`src/rtl/alu_mac_sequencer.sv`:
```
// Dot-product sequencer that drives an external combinational ALU:
// each element pair is multiplied, then accumulated modulo 2^16.
module alu_mac_sequencer #(
  parameter logic [2:0] OP_MUL = 3'd2,
  parameter logic [2:0] OP_ADD = 3'd0
) (
  input  logic        clock,
  input  logic        reset_n,
  input  logic        start,
  input  logic [7:0]  length,
  input  logic        op_valid,
  input  logic [15:0] a_data,
  input  logic [15:0] b_data,
  output logic        op_ready,
  output logic [15:0] in1,
  output logic [15:0] in2,
  output logic [2:0]  alu_op,
  input  logic [15:0] alu_out,
  output logic        busy,
  output logic [15:0] result,
  output logic        result_valid,
  output logic        result_zero
);

  typedef enum logic [2:0] {
    IDLE    = 3'd0,
    WAIT_OP = 3'd1,
    MUL     = 3'd2,
    ADD     = 3'd3,
    DONE    = 3'd4
  } state_t;

  state_t      state_q, state_d;
  logic [7:0]  len_q, len_d;
  logic [7:0]  count_q, count_d;
  logic [7:0]  count_inc_s;
  logic [15:0] a_q, a_d, b_q, b_d;
  logic [15:0] prod_q, prod_d, acc_q, acc_d;
  logic [15:0] result_q, result_d;
  logic        result_zero_q, result_zero_d;
  logic        result_valid_q, result_valid_d;
  logic        op_ready_q, op_ready_d;
  logic        busy_q, busy_d;
  logic [15:0] in1_q, in1_d, in2_q, in2_d;
  logic [2:0]  alu_op_q, alu_op_d;

  assign count_inc_s = count_q + 8'd1;

  // Next-state and datapath; outputs are decoded from the next state so the
  // registered outputs line up with the state they belong to.
  always_comb begin
    state_d        = state_q;
    len_d          = len_q;
    count_d        = count_q;
    a_d            = a_q;
    b_d            = b_q;
    prod_d         = prod_q;
    acc_d          = acc_q;
    result_d       = result_q;
    result_zero_d  = result_zero_q;
    case (state_q)
      IDLE: begin
        if (start) begin
          len_d   = length;
          acc_d   = 16'd0;
          count_d = 8'd0;
          state_d = (length == 8'd0) ? DONE : WAIT_OP;
        end else begin
          state_d = IDLE;
        end
      end
      WAIT_OP: begin
        if (op_valid) begin
          a_d     = a_data;
          b_d     = b_data;
          state_d = MUL;
        end else begin
          state_d = WAIT_OP;
        end
      end
      MUL: begin
        prod_d  = alu_out;
        state_d = ADD;
      end
      ADD: begin
        acc_d   = alu_out;
        count_d = count_inc_s;
        state_d = (count_inc_s == len_q) ? DONE : WAIT_OP;
      end
      DONE:    state_d = IDLE;
      default: state_d = IDLE;
    endcase

    op_ready_d     = (state_d == WAIT_OP);
    busy_d         = (state_d != IDLE);
    result_valid_d = (state_d == DONE);
    if (state_d == DONE) begin
      result_d      = acc_d;
      result_zero_d = (acc_d == 16'd0);
    end else begin
      result_d      = result_q;
      result_zero_d = result_zero_q;
    end

    case (state_d)
      MUL: begin
        in1_d    = a_d;
        in2_d    = b_d;
        alu_op_d = OP_MUL;
      end
      ADD: begin
        in1_d    = acc_d;
        in2_d    = prod_d;
        alu_op_d = OP_ADD;
      end
      default: begin
        in1_d    = 16'd0;
        in2_d    = 16'd0;
        alu_op_d = OP_ADD;
      end
    endcase
  end

  // State and output registers with asynchronous clear.
  always_ff @(posedge clock or negedge reset_n) begin
    if (!reset_n) begin
      state_q        <= IDLE;
      len_q          <= 8'd0;
      count_q        <= 8'd0;
      a_q            <= 16'd0;
      b_q            <= 16'd0;
      prod_q         <= 16'd0;
      acc_q          <= 16'd0;
      result_q       <= 16'd0;
      result_zero_q  <= 1'b1;
      result_valid_q <= 1'b0;
      op_ready_q     <= 1'b0;
      busy_q         <= 1'b0;
      in1_q          <= 16'd0;
      in2_q          <= 16'd0;
      alu_op_q       <= OP_ADD;
    end else begin
      state_q        <= state_d;
      len_q          <= len_d;
      count_q        <= count_d;
      a_q            <= a_d;
      b_q            <= b_d;
      prod_q         <= prod_d;
      acc_q          <= acc_d;
      result_q       <= result_d;
      result_zero_q  <= result_zero_d;
      result_valid_q <= result_valid_d;
      op_ready_q     <= op_ready_d;
      busy_q         <= busy_d;
      in1_q          <= in1_d;
      in2_q          <= in2_d;
      alu_op_q       <= alu_op_d;
    end
  end

  assign op_ready     = op_ready_q;
  assign busy         = busy_q;
  assign in1          = in1_q;
  assign in2          = in2_q;
  assign alu_op       = alu_op_q;
  assign result       = result_q;
  assign result_valid = result_valid_q;
  assign result_zero  = result_zero_q;

endmodule
```
`config.mk`:
```
export PLATFORM = sky130hd
export DESIGN_NAME = alu_mac_sequencer
export DESIGN_NICKNAME = d
export VERILOG_FILES = /design/src/rtl/alu_mac_sequencer.sv
export SDC_FILE = /design/constraint.sdc
export NUM_CORES = 1
export LEC_CHECK = 0
export CAP_MARGIN = 15
export CELL_PAD_IN_SITES_DETAIL_PLACEMENT = 0
export CELL_PAD_IN_SITES_GLOBAL_PLACEMENT = 1
export CORE_MARGIN = 2
export CORE_UTILIZATION = 35
export DETAILED_ROUTE_END_ITERATION = 8
export PLACE_DENSITY = 0.9
export RECOVER_POWER = 50
export SYNTH_ARGS = -nofsm -noshare
export SYNTH_HDL_FRONTEND = slang
export SYNTH_SLANG_ARGS = --single-unit
```
`constraint.sdc`:
```
create_clock -name clock -period 2.6 [get_ports clock]
set_input_delay 0.26 -clock clock [delete_from_list [all_inputs] [get_ports clock]]
set_output_delay 0.26 -clock clock [all_outputs]
set_load 0.05 [all_outputs]
```
==> results.ini, run 1 <==
[route]
drt-wirelength-per-cell_um = 16.10
first_pass_iters = 4
drc = 0
drtIter0Drc = 288
vias = 3176
wirelength_um = 10450
via_per_inst = 4.894
antenna_left = 0

[yosys]
synth_area_leaders = dfrtp_1 55%, nand2_1 8.3%, mux2_2 4.5%
yosysWarnings = 0
ys.flop_type = dfrtp_1
synth-async-reset-ratio = 1.000
syn_inst = 393
synth.ff_latch_count = 88
ys_types = 44
syn_area_um2 = 3981
avgSynthCellArea_um2 = 10.13
yosys.area.top_type = dfrtp_1
synth_edf_count = 0
seq_area_frac_synth = 0.5534
synth_top_area_frac = 0.5468

[timing]
setup_ws_ns = 0.1639
max_freq_mhz = 410.5
hold_viol = 0
relSlewSlack = 0.1579
tightest_slew_ns = 1.263
period_needed_ns = 2.436
finalSetupViolations = 0
setup_tns_ns = 0
layout_worst_path_cycle_share = 0.9370
slew_viol_final = 0
fin_skew_ns = 0.009695

[worst_setup_path]
path_max_fanout = 17
cp_num_buf_inv = 1
endpoint_kind = flip-flop
max_stage_delay_ns = 0.42
cp.depth = 8
reg2reg_from = count_q[1]
critPathLaunchType = flip-flop
crit_type = reg -> reg
r2r_end = result[9]
reg2regPathDepth = 8
crit_chain = ha_1 -> nand3_2 -> xnor2_1 -> a2111oi_4 -> nor4b_4 -> a21boi_4 -> buf_12 -> mux2_4
slowest_stage = dfrtp_1
crit_family = simple AND/OR/NAND/NOR gates
required_ns = 2.83
regToRegSetupSlack_ns = 0.16
cp_data_arrival_time_ns = 2.66
crit_end = result[9]
critPathLaunch = count_q[1]

[grt]
grt_pass1_vias = 3238
antenna_found_initial = 0
grt_max_degree = 53
grtUsageTotal = 0.1758
grt_overflow = 0
grt_pass1_wl_um = 17090

[status]
status = finished clean

[clock_network]
cts_tree = built
cts_resized = 0
clkTransAtPathRegs_ns = 0.06
clk_path_buf_depth = 2
clock_sink_count = 88
cts_inserted_buffers = 9
cts-root-buf = clkbuf_16
clk_latency_ns = 0.34
htreeDepth = 3

[final_layout]
drive_above_1_share = 0.1238
multi_input_area_um2 = 1556
synthToLayoutAreaGrowth_pct = 39.88
num-nets-final = 565
antennaDiodeCount = 0
fillers = 1005
seqCellArea_um2 = 2203
postLayoutCellArea_um2 = 5569

[place]
dp_slack_ns = 0.1271
dp_hpwl_um = 7727
place_area_um2 = 5254
port_buffers = 112
gp_congestion = 0.8773

[floorplanning]
rows = 38
ios = 115
coreArea_um2 = 10980
die_w_um = 110.7
initial_core_util = 0.3625
die_h_um = 110.7
die_area_um2 = 12240

[power]
p_per_area_nw_per_um2 = 1172
vdd_drop_max_mv = 0.4825
leakage_nw = 2.667

[hold_path]
min_from = b_data[6]
min_delay_path_depth = 3
hold_class = in -> reg

[run]
cap_violations = 0

cells in the mapped netlist (all sizes together), types with 2 or more instances:
cell type  number
nand2          88
o21ai          31
nor3            3
nor2           25
mux2           26
nor4b           2
xnor2           8
inv            28
dfrtp          87
a211o          13
nor4            3
xor2            2
nand3b          3
buf            11
nand4           5
o31ai           4
clkbuf         15
nand3           4
o211ai          2
and2            2
a21oi          15
cells by family after synthesis:
kind of cell / after synthesis / share of synthesized area
compound gates: 72 / 0.1191
buf+inv: 54 / 0.05814
fa+ha+maj: 1 / 0.003142
xor+xnor: 10 / 0.02389
simple gates: 140 / 0.1559
flops: 88 / 0.5534
mux: 27 / 0.08548
other cells: 1 / 0.0009419
per-layer routing:
layer	global-route usage	vias to the layer above	routed length (um)
li1	-	1533	-
met3	0.03718	11	599
met5	0	-	0
met2	0.2667	110	4789
met1	0.2488	1522	4937
met4	0.06500	0	121
worst min-delay path by stage:
stage | to | slack, ns
2_1_floorplan | acc_q[0] | -0.04
3_3_place_gp | in1[8] | 0.32
3_5_place_dp | in1[9] | 0.33
4_1_cts | in2[6] | 0.44
5_1_grt | in2[6] | 0.44
6_report | in2[6] | 0.45
final cells by class:
class | count | area share
sequential | 88 | 0.3956
clock inverter | 6 | 0.01191
timing repair buffer | 125 | 0.2197
inverter | 28 | 0.01887
clock buffer | 10 | 0.04291
multi-input combinational | 252 | 0.2795
tap | 140 | 0.03145
worst register-to-register path, cell delays in order, from the launching register on:
cell	delay, ns
dfrtp_1	0.42
ha_1	0.32
nand3_2	0.17
xnor2_1	0.20
a2111oi_4	0.30
nor4b_4	0.33
a21boi_4	0.10
buf_12	0.17
mux2_4	0.31
stage by stage:
stage,hold WS (ns),instances,total power [mW],utilization
after global placement,0.3211,631,5.201,0.4784
after global routing,0.4441,649,6.895,0.5071
after CTS,0.4380,648,6.583,0.5071
after floorplan,-0.03559,394,4.233,-
final,0.4492,649,6.525,0.5071
after detailed placement,0.3257,631,5.257,0.4784
report_power, final:
| part | leakage (nW) | internal (mW) | switching [mW] |
|---|---|---|---|
| Sequential | 1.15 | 1.83 | 0.289 |
| Combinational | 1.37 | 1.12 | 1.99 |
| Clock | 0.146 | 0.773 | 0.534 |
| Total | 2.67 | 3.72 | 2.81 |
flip-flops by register name, indices dropped and copies added (netlist names), 3 cells and up:
| name | flops |
|---|---|
| count_q | 8 |
| result | 16 |
| in1 | 16 |
| len_q | 8 |
| acc_q | 16 |
| in2 | 16 |
| state_q | 3 |
layout by cell type (no fill, tap or decap), drive strengths merged, types with 2 or more instances in the layout:
cell	count
nand3	4
mux2	26
dfrtp	87
conb	2
nand3b	3
and2	2
nor4b	2
o21ai	31
xnor2	8
xor2	2
nand4	5
o31ai	4
a21oi	15
o211ai	2
nor2	25
nor4	3
inv	29
clkinv	2
buf	10
clkinvlp	2
nor3	3
dlygate4sd3	17
clkbuf	13
a211o	13
nand2	88
clkdlybuf4s50	95
repair_timing:
item | 4_1_cts | 5_1_grt
hold buffers | 1 | 0
setup buffers | 0 | 1
endpoints found under the hold margin | 49 | 0
endpoints found under the setup margin | 0 | 16
Power figures use the tool's default switching activity.
==> run 2, diff against run 1 <==
--- a/config.mk
+++ b/config.mk
@@ -8,11 +8,12 @@
 export CAP_MARGIN = 15
 export CELL_PAD_IN_SITES_DETAIL_PLACEMENT = 0
 export CELL_PAD_IN_SITES_GLOBAL_PLACEMENT = 1
-export CORE_MARGIN = 2
+export CORE_MARGIN = 5
 export CORE_UTILIZATION = 35
 export DETAILED_ROUTE_END_ITERATION = 8
 export PLACE_DENSITY = 0.9
 export RECOVER_POWER = 50
+export SETUP_SLACK_MARGIN = 0.3
 export SYNTH_ARGS = -nofsm -noshare
 export SYNTH_HDL_FRONTEND = slang
 export SYNTH_SLANG_ARGS = --single-unit
==> run 2 against run 1 <==
  * Total power rose by 0.79%
  * Sequential cell count did not move
  * Via count hardly changed
  * Die area up 11%
  * Cell area rose by 1.1%
  * Sequential share of layout area fell by 0.39 points
  * Critical endpoint is now result[6]
  * Highest routed layer unchanged
==> results.ini, run 2 (synthesis gave the netlist of run 1 again) <==
[status]
status = finished clean

[floorplanning]
ios = 115  ; unchanged
die_area_um2 = 13610  ; +11%
coreArea_um2 = 11270  ; +2.6%
die_h_um = 116.7  ; +5.4%
rows = 39  ; +2.6%
die_w_um = 116.7  ; +5.4%
initial_core_util = 0.3532  ; -0.009295

[place]
dp_hpwl_um = 7868  ; +1.8%
gp_congestion = 0.9116  ; +3.9%
port_buffers = 112  ; unchanged

[clock_network]
cts_inserted_buffers = 9  ; unchanged
clk_path_buf_depth = 2  ; unchanged
htreeDepth = 3  ; unchanged
clk_latency_ns = 0.34  ; about the same
cts-root-buf = clkbuf_16
clock_sink_count = 88  ; unchanged
clkTransAtPathRegs_ns = 0.07  ; about the same
cts_tree = built

[power]
p_per_area_nw_per_um2 = 1168  ; -0.31%
vdd_drop_max_mv = 0.6215  ; +29%
p_total_mw = 6.576  ; +0.79%
leakage_nw = 2.663  ; -0.12%

[worst_setup_path]
crit_chain = ha_4 -> nand3_4 -> xnor2_2 -> a2111oi_4 -> nor4b_4 -> a21boi_4 -> buf_12 -> mux2_4
cp_num_buf_inv = 1  ; unchanged
required_ns = 2.82  ; about the same
cp_data_arrival_time_ns = 2.50  ; -0.16 ns
endpoint_kind = flip-flop
max_stage_delay_ns = 0.44  ; +0.02 ns
slowest_stage = dfrtp_2
crit_type = reg -> reg
crit_family = simple AND/OR/NAND/NOR gates
critPathLaunchType = flip-flop
path_max_fanout = 17  ; unchanged

[grt]
grt_pass1_vias = 3306  ; +2.1%
grt_max_degree = 57  ; +7.5%
antenna_found_initial = 0  ; unchanged
grt_overflow = 0  ; unchanged
grtUsageTotal = 0.1632  ; -0.01259
grt_pass1_wl_um = 17100  ; about the same

[route]
drt-wirelength-per-cell_um = 16.33  ; +1.4%
wirelength_um = 10660  ; +2.1%
first_pass_iters = 5  ; +1
via_per_inst = 4.868  ; -0.52%
antenna_left = 0  ; unchanged
vias = 3179  ; +0.094%
drtIter0Drc = 224  ; -22%
drc = 0  ; unchanged

[timing]
finalSetupViolations = 0  ; unchanged
setup_tns_ns = 0  ; unchanged
slew_viol_final = 0  ; unchanged
tightest_slew_ns = 1.352  ; +0.08917 ns
fin_skew_ns = 0.009900  ; +0.0002054 ns
rsz0062_at_grt = yes
period_needed_ns = 2.279  ; -0.1570 ns
relSlewSlack = 0.09845  ; -0.05945
max_freq_mhz = 438.8  ; +6.9%
hold_viol = 0  ; unchanged
layout_worst_path_cycle_share = 0.8766  ; -0.06038

[run]
cap_violations = 0  ; unchanged

[final_layout]
layout_common_cells = 103 x clkdlybuf4s50_1, 88 x nand2_1, 85 x dfrtp_1
antennaDiodeCount = 0  ; unchanged
num-nets-final = 566  ; +0.18%
layout_commonest_cell = clkdlybuf4s50_1
synthToLayoutAreaGrowth_pct = 41.42
drive_above_1_share = 0.1314  ; +0.007600

[hold_path]
hold_class = in -> reg

## run 2: what timing repair did
action	in CTS	in global routing
gates cloned	0	0
setup buffers	2	0
hold buffers	1	0
setup endpoints to repair	16	17
hold endpoints to repair	4	0
resized for setup	1	6
## run 2: per-stage QoR
step / setup WS (ns) / cell area [um^2] / hold slack (ns) / util / std cells
final: 0.3208 / 5630 / 0.4452 / 0.4995 / 653
after global routing: 0.1348 / 5630 / 0.4569 / 0.4995 / 653
after CTS: 0.3196 / 5622 / 0.4414 / 0.4987 / 653
after detailed placement: 0.2409 / 5296 / 0.3622 / 0.4699 / 634
after global placement: 0.2778 / 5296 / 0.3632 / 0.4699 / 634
after floorplan: 0.3985 / 3999 / -0.03559 / - / 394
## run 2: worst min-delay path, stage by stage
cell	delay, ns
clkdlybuf4s50_1	0.39
nand2_1	0.05
nand2_1	0.04
## run 2: cell type report
cell class | instances | area [um^2]
tap | 143 | 178.9
fill | 999 | 5642
multi-input combinational | 252 | 1599
timing repair buffer | 126 | 1242
clock buffer | 12 | 246.5
clock inverter | 4 | 52.55
sequential | 88 | 2206
inverter | 28 | 105.1
## run 2: power by group
group / total, mW / switching, mW / internal (mW)
Clock: 1.30 / 0.522 / 0.775
Sequential: 2.13 / 0.296 / 1.83
Combinational: 3.15 / 1.97 / 1.18
Total: 6.58 / 2.79 / 3.78
## run 2: worst paths after layout
path	endpoint	slack [ns]	from	cells past startpoint
min in group asynchronous	result[4]	0.77	reset_n	2
max in group asynchronous	in1[12]	0.57	reset_n	3
min	in2[2]	0.45	b_data[2]	3
max reg2reg	result[6]	0.32	count_q[1]	8
min reg2reg	result[0]	0.51	result[0]	1
max	result[6]	0.32	count_q[1]	8
## run 2: per-layer routing
metal | vias to the layer above | share of wire | track usage
li1 | 1527 | - | -
met1 | 1519 | 0.44 | 0.2203
met4 | 0 | 0.022 | 0.06804
met5 | - | 0 | 0
met2 | 117 | 0.48 | 0.2593
met3 | 16 | 0.066 | 0.03005
